## config.mk

```make
export PLATFORM = sky130hd
export DESIGN_NAME = tmr_fault_manager
export DESIGN_NICKNAME = d
export VERILOG_FILES = /design/src/rtl/tmr_ctrl_pkg.sv /design/src/rtl/tmr_err_tracker.sv /design/src/rtl/tmr_fault_manager.sv
export SDC_FILE = /design/constraint.sdc
export NUM_CORES = 1
export LEC_CHECK = 0
export CAP_MARGIN = 20
export CORE_UTILIZATION = 50
export CTS_BUF_LIST = sky130_fd_sc_hd__clkbuf_8
export DETAILED_ROUTE_END_ITERATION = 8
export PLACE_DENSITY = 0.76
export SETUP_SLACK_MARGIN = 0.15
export SLEW_MARGIN = 0
export SYNTH_ARGS = -nofsm -noshare
export SYNTH_HDL_FRONTEND = slang
export SYNTH_SLANG_ARGS = --single-unit
```

## constraint.sdc

```tcl
create_clock -name clk -period 2.7 [get_ports clk]
set_input_delay 0.27 -clock clk [delete_from_list [all_inputs] [get_ports clk]]
set_output_delay 0.27 -clock clk [all_outputs]
set_load 0.02 [all_outputs]
```

## src/rtl/tmr_ctrl_pkg.sv

```systemverilog
// Shared types and helpers for the TMR fault supervisor.
package tmr_ctrl_pkg;

    localparam int NUM_REPLICAS = 3;

    typedef enum logic [2:0] {
        ST_IDLE     = 3'd0,
        ST_MONITOR  = 3'd1,
        ST_RESYNC   = 3'd2,
        ST_DEGRADED = 3'd3,
        ST_ALARM    = 3'd4
    } state_t;

    function automatic logic [1:0] popcount3(input logic [2:0] v);
        return {1'b0, v[0]} + {1'b0, v[1]} + {1'b0, v[2]};
    endfunction

endpackage

```

## src/rtl/tmr_err_tracker.sv

```systemverilog
// Per-replica error bookkeeping: saturating total count, consecutive-fault
// run length and the health flag that drops when the run reaches ERR_THRESH.
module tmr_err_tracker #(
    parameter int ERR_THRESH = 4,
    parameter int CNT_W      = 8
) (
    input  logic             clk,
    input  logic             rst,
    input  logic             inc,
    input  logic             clean,
    input  logic             clear,
    output logic [CNT_W-1:0] err_cnt,
    output logic             ok,
    output logic             hit
);

    localparam int CW = $clog2(ERR_THRESH + 1);
    localparam logic [CW-1:0] LAST = CW'(ERR_THRESH - 1);

    logic [CW-1:0] consec;

    function automatic logic [CNT_W-1:0] sat_inc(input logic [CNT_W-1:0] v);
        return (&v) ? v : v + 1'b1;
    endfunction

    // Next fault on this replica would complete the retirement run.
    assign hit = ok && (consec == LAST);

    // clean overrides inc on the run length: used where an error is counted
    // but must not advance toward retirement.
    always_ff @(posedge clk or negedge rst) begin
        if (!rst) begin
            err_cnt <= '0;
            consec  <= '0;
            ok      <= 1'b1;
        end else if (clear) begin
            err_cnt <= '0;
            consec  <= '0;
            ok      <= 1'b1;
        end else if (ok) begin
            if (inc)
                err_cnt <= sat_inc(err_cnt);
            if (clean)
                consec <= '0;
            else if (inc) begin
                consec <= consec + 1'b1;
                if (hit)
                    ok <= 1'b0;
            end
        end
    end

endmodule

```

## src/rtl/tmr_fault_manager.sv

```systemverilog
// Supervisory FSM for the triple-redundant datapath: resync sequencing,
// replica retirement and the sticky voting-unreliable alarm.
module tmr_fault_manager
    import tmr_ctrl_pkg::*;
#(
    parameter int ERR_THRESH = 4,
    parameter int CNT_W      = 8
) (
    input  logic                           clk,
    input  logic                           rst,
    input  logic                           enable_i,
    input  logic                           clear_i,
    input  logic [NUM_REPLICAS-1:0]        fault_i,
    output logic [NUM_REPLICAS-1:0]        resync_o,
    output logic [NUM_REPLICAS-1:0]        replica_ok_o,
    output logic [NUM_REPLICAS*CNT_W-1:0]  err_cnt_o,
    output logic [2:0]                     state_o,
    output logic                           degraded_o,
    output logic                           alarm_o
);

    state_t                  state;
    logic [NUM_REPLICAS-1:0] ok;
    logic [NUM_REPLICAS-1:0] hit;
    logic [NUM_REPLICAS-1:0] flt;
    logic [NUM_REPLICAS-1:0] inc;
    logic [NUM_REPLICAS-1:0] clean;
    logic [1:0]              nflt;

    assign flt = fault_i & ok;

    // Only a lone fault in MONITOR advances the run length; every other
    // counted error (multi-fault, degraded) resets it so no retirement occurs.
    always_comb begin
        inc   = '0;
        clean = '0;
        nflt  = popcount3(flt);
        case (state)
            ST_MONITOR: begin
                inc = flt;
                if (nflt != 2'd1)
                    clean = '1;
            end
            ST_DEGRADED: begin
                inc   = flt;
                clean = '1;
            end
            default: ;
        endcase
    end

    for (genvar k = 0; k < NUM_REPLICAS; k++) begin : g_trk
        tmr_err_tracker #(
            .ERR_THRESH(ERR_THRESH),
            .CNT_W     (CNT_W)
        ) u_trk (
            .clk    (clk),
            .rst    (rst),
            .inc    (inc[k]),
            .clean  (clean[k]),
            .clear  (clear_i),
            .err_cnt(err_cnt_o[k*CNT_W +: CNT_W]),
            .ok     (ok[k]),
            .hit    (hit[k])
        );
    end

    always_ff @(posedge clk or negedge rst) begin
        if (!rst) begin
            state      <= ST_IDLE;
            resync_o   <= '0;
            degraded_o <= 1'b0;
            alarm_o    <= 1'b0;
        end else if (clear_i) begin
            state      <= ST_IDLE;
            resync_o   <= '0;
            degraded_o <= 1'b0;
            alarm_o    <= 1'b0;
        end else begin
            case (state)
                ST_IDLE:
                    if (enable_i)
                        state <= ST_MONITOR;
                ST_MONITOR: begin
                    if (nflt >= 2'd2) begin
                        state   <= ST_ALARM;
                        alarm_o <= 1'b1;
                    end else if (nflt == 2'd1) begin
                        if (|(flt & hit)) begin
                            state      <= ST_DEGRADED;
                            degraded_o <= 1'b1;
                        end else begin
                            state    <= ST_RESYNC;
                            resync_o <= flt;
                        end
                    end else if (!enable_i)
                        state <= ST_IDLE;
                end
                ST_RESYNC: begin
                    resync_o <= '0;
                    state    <= ST_MONITOR;
                end
                // Two survivors cannot outvote each other: any fault is fatal.
                ST_DEGRADED:
                    if (|flt) begin
                        state   <= ST_ALARM;
                        alarm_o <= 1'b1;
                    end
                ST_ALARM: ;
                default:
                    state <= ST_IDLE;
            endcase
        end
    end

    assign state_o      = state;
    assign replica_ok_o = ok;

endmodule

```

* After elaboration in Yosys (flattened, before gate mapping)
Index checks and enable logic that the tools add are counted.
** Storage, ports and cells
- Word-level logic and storage cells :: 143
- Output and inout port bits :: 35
- Input port bits :: 7
- Register bits :: 44
** Cells by class
- Order comparisons :: 1
- Reductions and logical operators :: 34
- Bitwise operators :: 2
- Multiplexer cells :: 64
- Equality and inequality tests :: 21
- Add/sub/neg operators :: 8
** Operators with widths (count)
- 8-bit two-way mux :: 12
- 3-bit two-way mux :: 24
- 8-bit by 1-bit adder with 8-bit output, second input constant :: 3
- 1-bit two-way mux :: 24
- 8-bit AND reduction :: 3
- 3-bit != test, second input constant :: 6
- 2-bit nonzero test :: 9
- 3-bit by 2-bit equality test with 1-bit output, second input constant :: 5
- 3-bit case mux with 5 select lines :: 1
- 3-bit nonzero test :: 5
- 3-bit case mux with 2 select lines :: 2
- 3-bit AND reduction :: 4
- 4-bit AND reduction :: 3
- 2-bit != test, second input constant :: 5
- 3-bit by 1-bit adder with 3-bit output, second input constant :: 3
- 3-bit AND :: 2
- 2-bit AND reduction :: 3
- 3-bit OR reduction :: 2
- 5-bit != test, second input constant :: 1
- 3-bit by 1-bit equality test with 1-bit output, second input constant :: 1
- 3-bit equality test, second input constant :: 1
- 1-bit logical AND :: 3
- 3-bit logical NOT :: 1
- 1-bit by 1-bit adder with 2-bit output :: 1
- other kinds (6) :: 6

* Longest topological paths before layout
- Depth in word-level cells :: 9
- Mapped depth :: 7
- Depth with buffers taken out :: 7

* Cells and area by module
Synthesis repeated with hierarchy kept, for this count alone.
** Second synthesis, totals
- Cell total of the unflattened synthesis :: 283
- Area total of the unflattened synthesis :: 2742.6 µm²
** By module, submodules not included
- tmr_err_tracker :: cells each 76, sequential area each 301.5 µm², instances 3, area each 749.5 µm²
- tmr_fault_manager :: cells each 55, sequential area each 200.2 µm², instances 1, area each 494.2 µm²

* Least setup slack after synthesis
Ideal clock, no wire load.
- Path kind :: reg2reg
- Start point :: reg g_trk[2].u_trk.ok
- End point :: reg g_trk[1].u_trk.consec[0]
- Data arrival time :: 2121 ps
- Path buffers :: 0
- Required time :: 2575 ps
- Cell stages (with the launch flop) :: 8
- Period minus slack after synthesis :: 2246 ps
- Slack :: 454 ps
- Library setup time :: 125 ps
- Path through :: dfstp_2 -> nand2_1 -> inv_1 -> fa_1 -> nor3b_4 -> nand2b_1 -> a31oi_1 -> mux2_2
** On the way
- Word-level cells in the longest chain between the ends :: 8
- Elaborated cells on any way between the ends :: 10
- Classes of those cells :: add/sub: 1; eq/ne: 1; mux: 5; bitwise: 1; reduce/logical: 2
** RTL lines
- start, declared :: RTL line tmr_err_tracker.sv:13 : output logic ok,
- start signal, assigned :: RTL line tmr_err_tracker.sv:35 : ok <= 1'b1;
- start signal, assigned :: RTL line tmr_err_tracker.sv:39 : ok <= 1'b1;
- start signal, assigned :: RTL line tmr_err_tracker.sv:48 : ok <= 1'b0;
- 3-bit AND (*) :: RTL line tmr_fault_manager.sv:30 : assign flt = fault_i & ok;
- 2-bit by 1-bit adder with 2-bit output (*) :: RTL line tmr_ctrl_pkg.sv:15 : return {1'b0, v[0]} + {1'b0, v[1]} + {1'b0, v[2]};
- 2-bit by 1-bit != test with 1-bit output (*) :: RTL line tmr_fault_manager.sv:41 : if (nflt != 2'd1)
- 3-bit two-way mux (*) :: RTL line tmr_fault_manager.sv:41
- 3-bit case mux with 2 select lines (*) :: RTL line tmr_fault_manager.sv:38 : case (state)
- 3-bit two-way mux :: RTL line tmr_err_tracker.sv:43 : if (clean)
- 3-bit two-way mux :: RTL line tmr_err_tracker.sv:40 : end else if (ok) begin
- 3-bit two-way mux :: RTL line tmr_err_tracker.sv:36 : end else if (clear) begin
- end signal, assigned :: RTL line tmr_err_tracker.sv:46 : consec <= consec + 1'b1;
- end, declared :: RTL line tmr_err_tracker.sv:20 : logic [CW-1:0] consec;
Every way passes the cells marked *; elsewhere a longest branch is shown, timed or not. The select of a mux whose other input is x is not followed.
A chain may end at the register's enable or synchronous reset.

* Worst setup path after layout
- Start point :: in fault_i[0]
- End point :: reg g_trk[1].u_trk.consec[2]
** On the way
- Word-level cells in the longest chain between the ends :: 9
- Elaborated cells on any way between the ends :: 11
- Classes of those cells :: add/sub: 2; eq/ne: 1; mux: 5; bitwise: 1; reduce/logical: 2
** RTL lines
- start, declared :: RTL line tmr_fault_manager.sv:13 : input logic [NUM_REPLICAS-1:0] fault_i,
- 3-bit AND (*) :: RTL line tmr_fault_manager.sv:30
- 1-bit by 1-bit adder with 2-bit output (*) :: RTL line tmr_ctrl_pkg.sv:15
- 2-bit by 1-bit adder with 2-bit output (*) :: RTL line tmr_ctrl_pkg.sv:15
- 2-bit by 1-bit != test with 1-bit output (*) :: RTL line tmr_fault_manager.sv:41
- 3-bit two-way mux (*) :: RTL line tmr_fault_manager.sv:41
- 3-bit case mux with 2 select lines (*) :: RTL line tmr_fault_manager.sv:38
- 3-bit two-way mux :: RTL line tmr_err_tracker.sv:43
- 3-bit two-way mux :: RTL line tmr_err_tracker.sv:40
- 3-bit two-way mux :: RTL line tmr_err_tracker.sv:36
Marks and branches as above.

==> impl_metrics.env <==
export IMPL_fin_nets=314
export IMPL_fmax_ghz=0.424
export IMPL_min_delay_start="g_trk[2].u_trk.consec[2]"
export IMPL_cts_resized_gates=0
export IMPL_setup_slack_ns=0.340
export IMPL_place_hpwl_um=3540
export IMPL_maxCapViolations=0
export IMPL_wirelength_um=5110
export IMPL_hold_viol_final=0
export IMPL_syn_to_final_growth_pct=25.2
export IMPL_worstPathCellList="clkdlybuf4s50_1 > nand2_1 > inv_1 > fa_1 > nor3b_4 > nand2b_1 > a31oi_1 > mux2_2"
export IMPL_ant_nets=0
export IMPL_rsz0062_at_grt="false"
export IMPL_avgSynthCellArea_um2=9.95
export IMPL_final_area_um2=3130
export IMPL_route_detailed_drc=0
export IMPL_finClkSkew_ns=0.00671
export IMPL_cpMaxStageDelayCell="fa_1"
export IMPL_start_util_pct=52.6
export IMPL_h_tree_depth=2
export IMPL_synthesis_nets=268
export IMPL_maxSlewHeadroom_pct=63.7
export IMPL_fin_crit_sh_pct=87.4
export IMPL_synthCells=251
export IMPL_synth_edf_count=0
export IMPL_p_leak_nw=1.37
export IMPL_power_density_nw_per_um2=474
export IMPL_yosysUniqueCellTypes=53
export IMPL_worstHoldPathType="reg2reg"
export IMPL_netlist_area_um2=2500
export IMPL_diodes=0
export IMPL_holdBufCountCts=0
export IMPL_ys_seq_area_share_pct=44.2
export IMPL_intPower_mw=1.09
export IMPL_whs_ns=0.484
export IMPL_end_kind="flop"
export IMPL_timing_rr_start="g_trk[0].u_trk.ok"
export IMPL_pwr_share_clk_pct=33.9
export IMPL_vdd_drop_max_uv=302
export IMPL_yosys_register_bits=44
export IMPL_cp_arrival_ns=2.55
export IMPL_post_cts_buffers=0
export IMPL_cts_sinks=44
export IMPL_pwr_share_seq_pct=49.1
export IMPL_ios=42
export IMPL_cts_tree="built"
export IMPL_wire_per_inst_um=14.0
export IMPL_io_buffers=41
export IMPL_drive_gt1_share_pct=12.4
export IMPL_clk_pin_slew_ns=0.08
export IMPL_fin_tns_setup_ns=0
export IMPL_die_h_um=72.7
export IMPL_grt_usage_pct=22.0
export IMPL_antenna_found_initial=0
export IMPL_drt_iter0_drc=115
export IMPL_first_pass_iters=4
export IMPL_grt_pass1_vias=1953
export IMPL_swShare_pct=26.9
export IMPL_fp_dieW_um=72.7
export IMPL_path_max_fanout=4
export IMPL_power_frac_comb_pct=17.0
export IMPL_grt_pass1_wl_um=8900
export IMPL_switchingPower_mw=0.399
export IMPL_core_um2=4750
export IMPL_critPathMaxStageDelay_ns=0.59
export IMPL_gp_congestion=0.793
export IMPL_worst_slew_pin_slew_ns=0.545
export IMPL_synthArstFlopShare_pct=100
export IMPL_required_ns=2.89
export IMPL_dp_slack_ns=0.0287
export IMPL_viasPerCell=5.56
export IMPL_cts_path_max_buffers=2
export IMPL_reg2reg_slack_ns=0.37
export IMPL_clk_latency_ns=0.30
export IMPL_reg2reg_depth=7
export IMPL_status="completed"
export IMPL_finalSetupViolCount=0
export IMPL_slew_violations=0
export IMPL_ys_warn_count=0
export IMPL_period_needed_ns=2.36
export IMPL_cts_made_buffers=5
export IMPL_place_area_um2=2980
export IMPL_crit_type="in2reg"
export IMPL_dieArea_um2=5280
export IMPL_grt_max_degree=47
export IMPL_vias=2030
export IMPL_holdPathEnd="g_trk[2].u_trk.consec[2]"
export IMPL_synth_ff_type="dfrtp_1"
export IMPL_cts_root_buffer="clkbuf_8"
export IMPL_grt_ovfl_total=0
export IMPL_row_count=25
export IMPL_whs_path_depth=1
export IMPL_start_kind="input pin"
export IMPL_r2r_end="g_trk[1].u_trk.consec[2]"
[critical path: cells and delay by family]
kind,cells,cell delay [ns]
simple gates,3,0.46
compound gates,1,0.31
mux,1,0.38
fa+ha+maj,1,0.59
buf+inv,2,0.53
[power groups by stage]
stage / registers (mW) / clock network (mW) / logic (mW)
global placement: 0.739 / 0 / 0.240
global route: 0.736 / 0.542 / 0.281
detailed placement: 0.742 / 0 / 0.248
CTS: 0.729 / 0.522 / 0.248
finish: 0.729 / 0.504 / 0.252
floorplan: 0.746 / 0 / 0.145
[layer usage]
metal  vias to the layer above  track usage, %  wire length (um)
met3                         9            4.56               212
met2                        55            35.6              2330
li1                        997               -                 -
met1                       969            28.8              2490
met4                         0            9.15                81
met5                         -               0                 0
[Yosys cell counts (all sizes together), types with 2 or more instances]
library cell / count / area [um^2]
a21o: 2 / 15.0
a21oi: 8 / 40.0
a31oi: 4 / 31.3
and3: 8 / 50.1
and4b: 4 / 43.8
buf: 10 / 72.6
clkbuf: 2 / 7.51
dfrtp: 41 / 1030
dfstp: 3 / 78.8
ha: 9 / 113
inv: 10 / 37.5
mux2: 6 / 67.6
mux2i: 6 / 60.1
nand2: 20 / 75.1
nand2b: 5 / 31.3
nand3: 7 / 35.0
nand4: 4 / 40.0
nand4b: 3 / 26.3
nor2: 33 / 124
nor2b: 2 / 12.5
nor3: 4 / 20.0
nor4: 2 / 12.5
nor4b: 2 / 17.5
o2111ai: 3 / 26.3
o211ai: 6 / 45.0
o21ai: 9 / 48.8
o221ai: 2 / 23.8
o22a: 3 / 26.3
o31ai: 2 / 15.0
or3: 3 / 18.8
or4: 2 / 15.0
xor2: 12 / 105
[layout make-up]
| cell class | count | area, um^2 |
|---|---|---|
| Fill cell | 398 | 1630 |
| Sequential cell | 44 | 1100 |
| Timing Repair Buffer | 51 | 515 |
| Multi-Input combinational cell | 185 | 1280 |
| Clock inverter | 3 | 42.5 |
| Inverter | 10 | 37.5 |
| Clock buffer | 5 | 68.8 |
| Tap cell | 67 | 83.8 |
[cell usage in the layout (no fill, tap or decap), drive strengths merged, types with 7 or more instances in the layout]
master and n:
a21oi 8, and3 8, buf 10, clkdlybuf4s50 40, dfrtp 41, ha 9
inv 10, nand2 20, nand3 7, nor2 33, o21ai 9, xor2 12
[flip-flops by register name (all words and copies together), names as in the netlist]
register             count
resync_o                 3
alarm_o                  1
state_o                  3
g_trk.u_trk.err_cnt     24
g_trk.u_trk.consec       9
g_trk.u_trk.ok           3
degraded_o               1
[how the worst max path moves through the flow]
stage,from,to,slack [ns],depth (start not counted)
2_1_floorplan,g_trk[2].u_trk.ok,g_trk[1].u_trk.consec[0],0.45,7
3_3_place_gp,fault_i[0],g_trk[1].u_trk.consec[1],0.13,8
3_5_place_dp,fault_i[0],g_trk[1].u_trk.consec[2],0.03,8
4_1_cts,fault_i[0],g_trk[1].u_trk.consec[2],0.34,8
5_1_grt,fault_i[0],g_trk[1].u_trk.consec[2],0.22,8
6_report,fault_i[0],g_trk[1].u_trk.consec[2],0.34,8
[per-stage QoR]
stage | power [mW] | cells | util (%)
after global placement | 0.979 | 355 | 62.7
after detailed placement | 0.990 | 355 | 62.7
after global routing | 1.56 | 365 | 65.8
after floorplan | 0.891 | 251 | -
final | 1.48 | 365 | 65.8
after CTS | 1.50 | 363 | 65.0
[logic make-up after synthesis]
| kind of cell | share of synthesized area, % |
|---|---|
| compound gates | 13.1 |
| xor+xnor | 4.56 |
| fa+ha+maj | 5.31 |
| buf+inv | 4.71 |
| flops | 44.2 |
| mux | 5.11 |
| simple gates | 23.0 |
Power figures use the tool's default switching activity.
==> patch, RTL diff (config.mk and constraints unchanged) <==
`ERR_THRESH` is set to 4 in 2 places; all go to 8.
--- a/src/rtl/tmr_err_tracker.sv
+++ b/src/rtl/tmr_err_tracker.sv
@@ -1,7 +1,7 @@
 // Per-replica error bookkeeping: saturating total count, consecutive-fault
 // run length and the health flag that drops when the run reaches ERR_THRESH.
 module tmr_err_tracker #(
-    parameter int ERR_THRESH = 4,
+    parameter int ERR_THRESH = 8,
     parameter int CNT_W      = 8
 ) (
     input  logic             clk,
--- a/src/rtl/tmr_fault_manager.sv
+++ b/src/rtl/tmr_fault_manager.sv
@@ -3,7 +3,7 @@
 module tmr_fault_manager
     import tmr_ctrl_pkg::*;
 #(
-    parameter int ERR_THRESH = 4,
+    parameter int ERR_THRESH = 8,
     parameter int CNT_W      = 8
 ) (
     input  logic                           clk,
Check against the original RTL: not equivalent (Yosys sat finds a counterexample within 10 cycles, from zero or initial values and one cycle with rst low).
==> patch against the original RTL <==
  * Synthesized cell count up 5.2%
  * Sequential cell count up 3
  * Power down 3.0%
  * Setup slack worse by 0.084 ns
  * Highest routed layer unchanged
  * First-iteration DRC count up 82%
  * Cell area up 1.5%
  * Count of clock-buffer cells in the layout up 1
  * Clock skew up 0.0027 ns
  * Largest cell class unchanged
  * Wire length up 6.7%
  * Register-to-register slack worse by 0.08 ns
  * Area after synthesis up 1.1%
  * Non-clock buffer count up 8
==> patch: results (changes against the original RTL) <==
Bufs on Longest Clock Path 2 (unchanged); Synth async-reset ratio 100% (unchanged); skew final 0.00946 ns (+0.00275 ns); layout cells sized above 1 9.49% (-2.9 points); Yosys cell types 47 (-11%); vias in the first global route 2012 (+3.0%); sequential element share of the synthesized area 46.7% (+2.5 points); CTS buffer count 5 (unchanged); Hold Path Class input port to async pin; clk root buf clkbuf_8; max incr delay on CP 0.55 ns (-0.04 ns); VDD IR-drop max 0.258 mV (-15%); nets@finish 329 (+4.8%); first-pass GRT wire length 9.49 mm (+6.6%); global placer's final weighted congestion 0.823 (+3.8%); syn nets 278 (+3.7%); Synth area leaders dfrtp_1, nor2_1, xor2_1; WL/cell 14.2 µm (+1.6%); crit-path max FO 3 (-1); Total GRT Usage 23.2% (+1.2 points); Clk Latency, worst-skew pair 0.30 ns (about the same); initial DRC count 209 (+82%); CP top delay family simple AND/OR/NAND/NOR gates; via/cell ratio 5.58 (+0.37%); Slew headroom 65.2% (+1.5 points); hpwl dp 3.95 mm (+12%); Antenna Nets Post-Route 0 (unchanged); status complete, no violations; Pleak 1.33 nW (-2.8%); most frequent cells after synthesis dfrtp_1, nor2_1, nand2_1; largest net degree at the start of global routing 48 (+2.1%); Regs by FF count g_trk.u_trk.err_cnt (24), g_trk.u_trk.consec (12); H-Tree Level Count 2 (unchanged)
patch: cell types whose count changed in the layout (fill, tap and decap cells not counted), moves of 4 or more:
| cell | unedited run | this run |
|---|---|---|
| o211ai_1 | 6 | 2 |
| o21ai_0 | 8 | 12 |
| inv_1 | 10 | 4 |
| and2_1 | 0 | 7 |
| nand3_1 | 7 | 14 |
| and3_1 | 8 | 2 |
| mux2_2 | 6 | 0 |
| xnor2_1 | 1 | 8 |
| nand4_1 | 3 | 7 |
| buf_4 | 7 | 16 |
patch: what timing repair did:
action | 4_1_cts | 5_1_grt
resized for setup | 0 | 1
setup endpoints to repair | 0 | 3
hold buffers | 0 | 1
endpoints found under the hold margin | 0 | 6
patch: power by group:
| group | internal, W | switching (W) |
|---|---|---|
| combinational | 0.000118 | 0.000137 |
| sequential | 0.000724 | 0.0000306 |
| clock | 0.000203 | 0.000227 |
patch: logic make-up (layout without fill, tap and decap cells):
logic type | after synthesis | in the layout | share of synthesized area (%)
buffers and inverters | 18 | 70 | 3.76
xor gates and xnor gates | 18 | 18 | 6.24
and+or+nand+nor | 118 | 118 | 24.3
muxes | 3 | 3 | 1.19
DFF | 47 | 47 | 46.7
adders and majority gates | 7 | 7 | 3.76
AOI/OAI and AO/OA | 53 | 53 | 14.0
patch: through the flow:
step	utilization, %	cells	area (µm²)	hold slack [ns]	setup slack [ns]
2_1_floorplan	-	264	2530	-0.0256	0.229
3_5_place_dp	63.8	373	3050	0.473	-0.0656
5_1_grt	66.4	383	3180	0.351	0.150
3_3_place_gp	63.8	373	3050	0.473	-0.00232
6_report	66.4	383	3180	0.340	0.256
4_1_cts	65.7	381	3140	0.190	0.238
patch: final timing paths:
path | slack, ns | endpoint | from | cells past startpoint
max | 0.26 | g_trk[0].u_trk.consec[3]$_DFFE_PN0P_ | fault_i[0] | 7
min | 0.34 | g_trk[1].u_trk.consec[0]$_DFFE_PN0P_ | rst | 2
max reg2reg | 0.29 | g_trk[0].u_trk.consec[3]$_DFFE_PN0P_ | g_trk[2].u_trk.ok$_DFF_PN1_ | 8
min reg2reg | 0.49 | resync_o[0]$_DFFE_PN0P_ | resync_o[0]$_DFFE_PN0P_ | 1
max in group asynchronous | 1.84 | g_trk[0].u_trk.ok$_DFF_PN1_ | rst | 3
min in group clk | 0.49 | resync_o[0]$_DFFE_PN0P_ | resync_o[0]$_DFFE_PN0P_ | 1
patch: final cells by class:
type / instances / area (µm²)
flip-flops and latches: 47 / 1180
repair buffers: 59 / 556
clock inverters: 2 / 8.76
clock buffers: 6 / 82.6
fillers: 394 / 1610
inverters: 3 / 11.3
multi-input cells: 199 / 1250
well taps: 67 / 83.8
patch: routing by layer:
layer  global-route usage [%]  routed length (µm)
met5                        0                   0
met4                     7.84                  90
met3                     4.70                 241
met2                     34.7                2510
met1                     33.5                2600
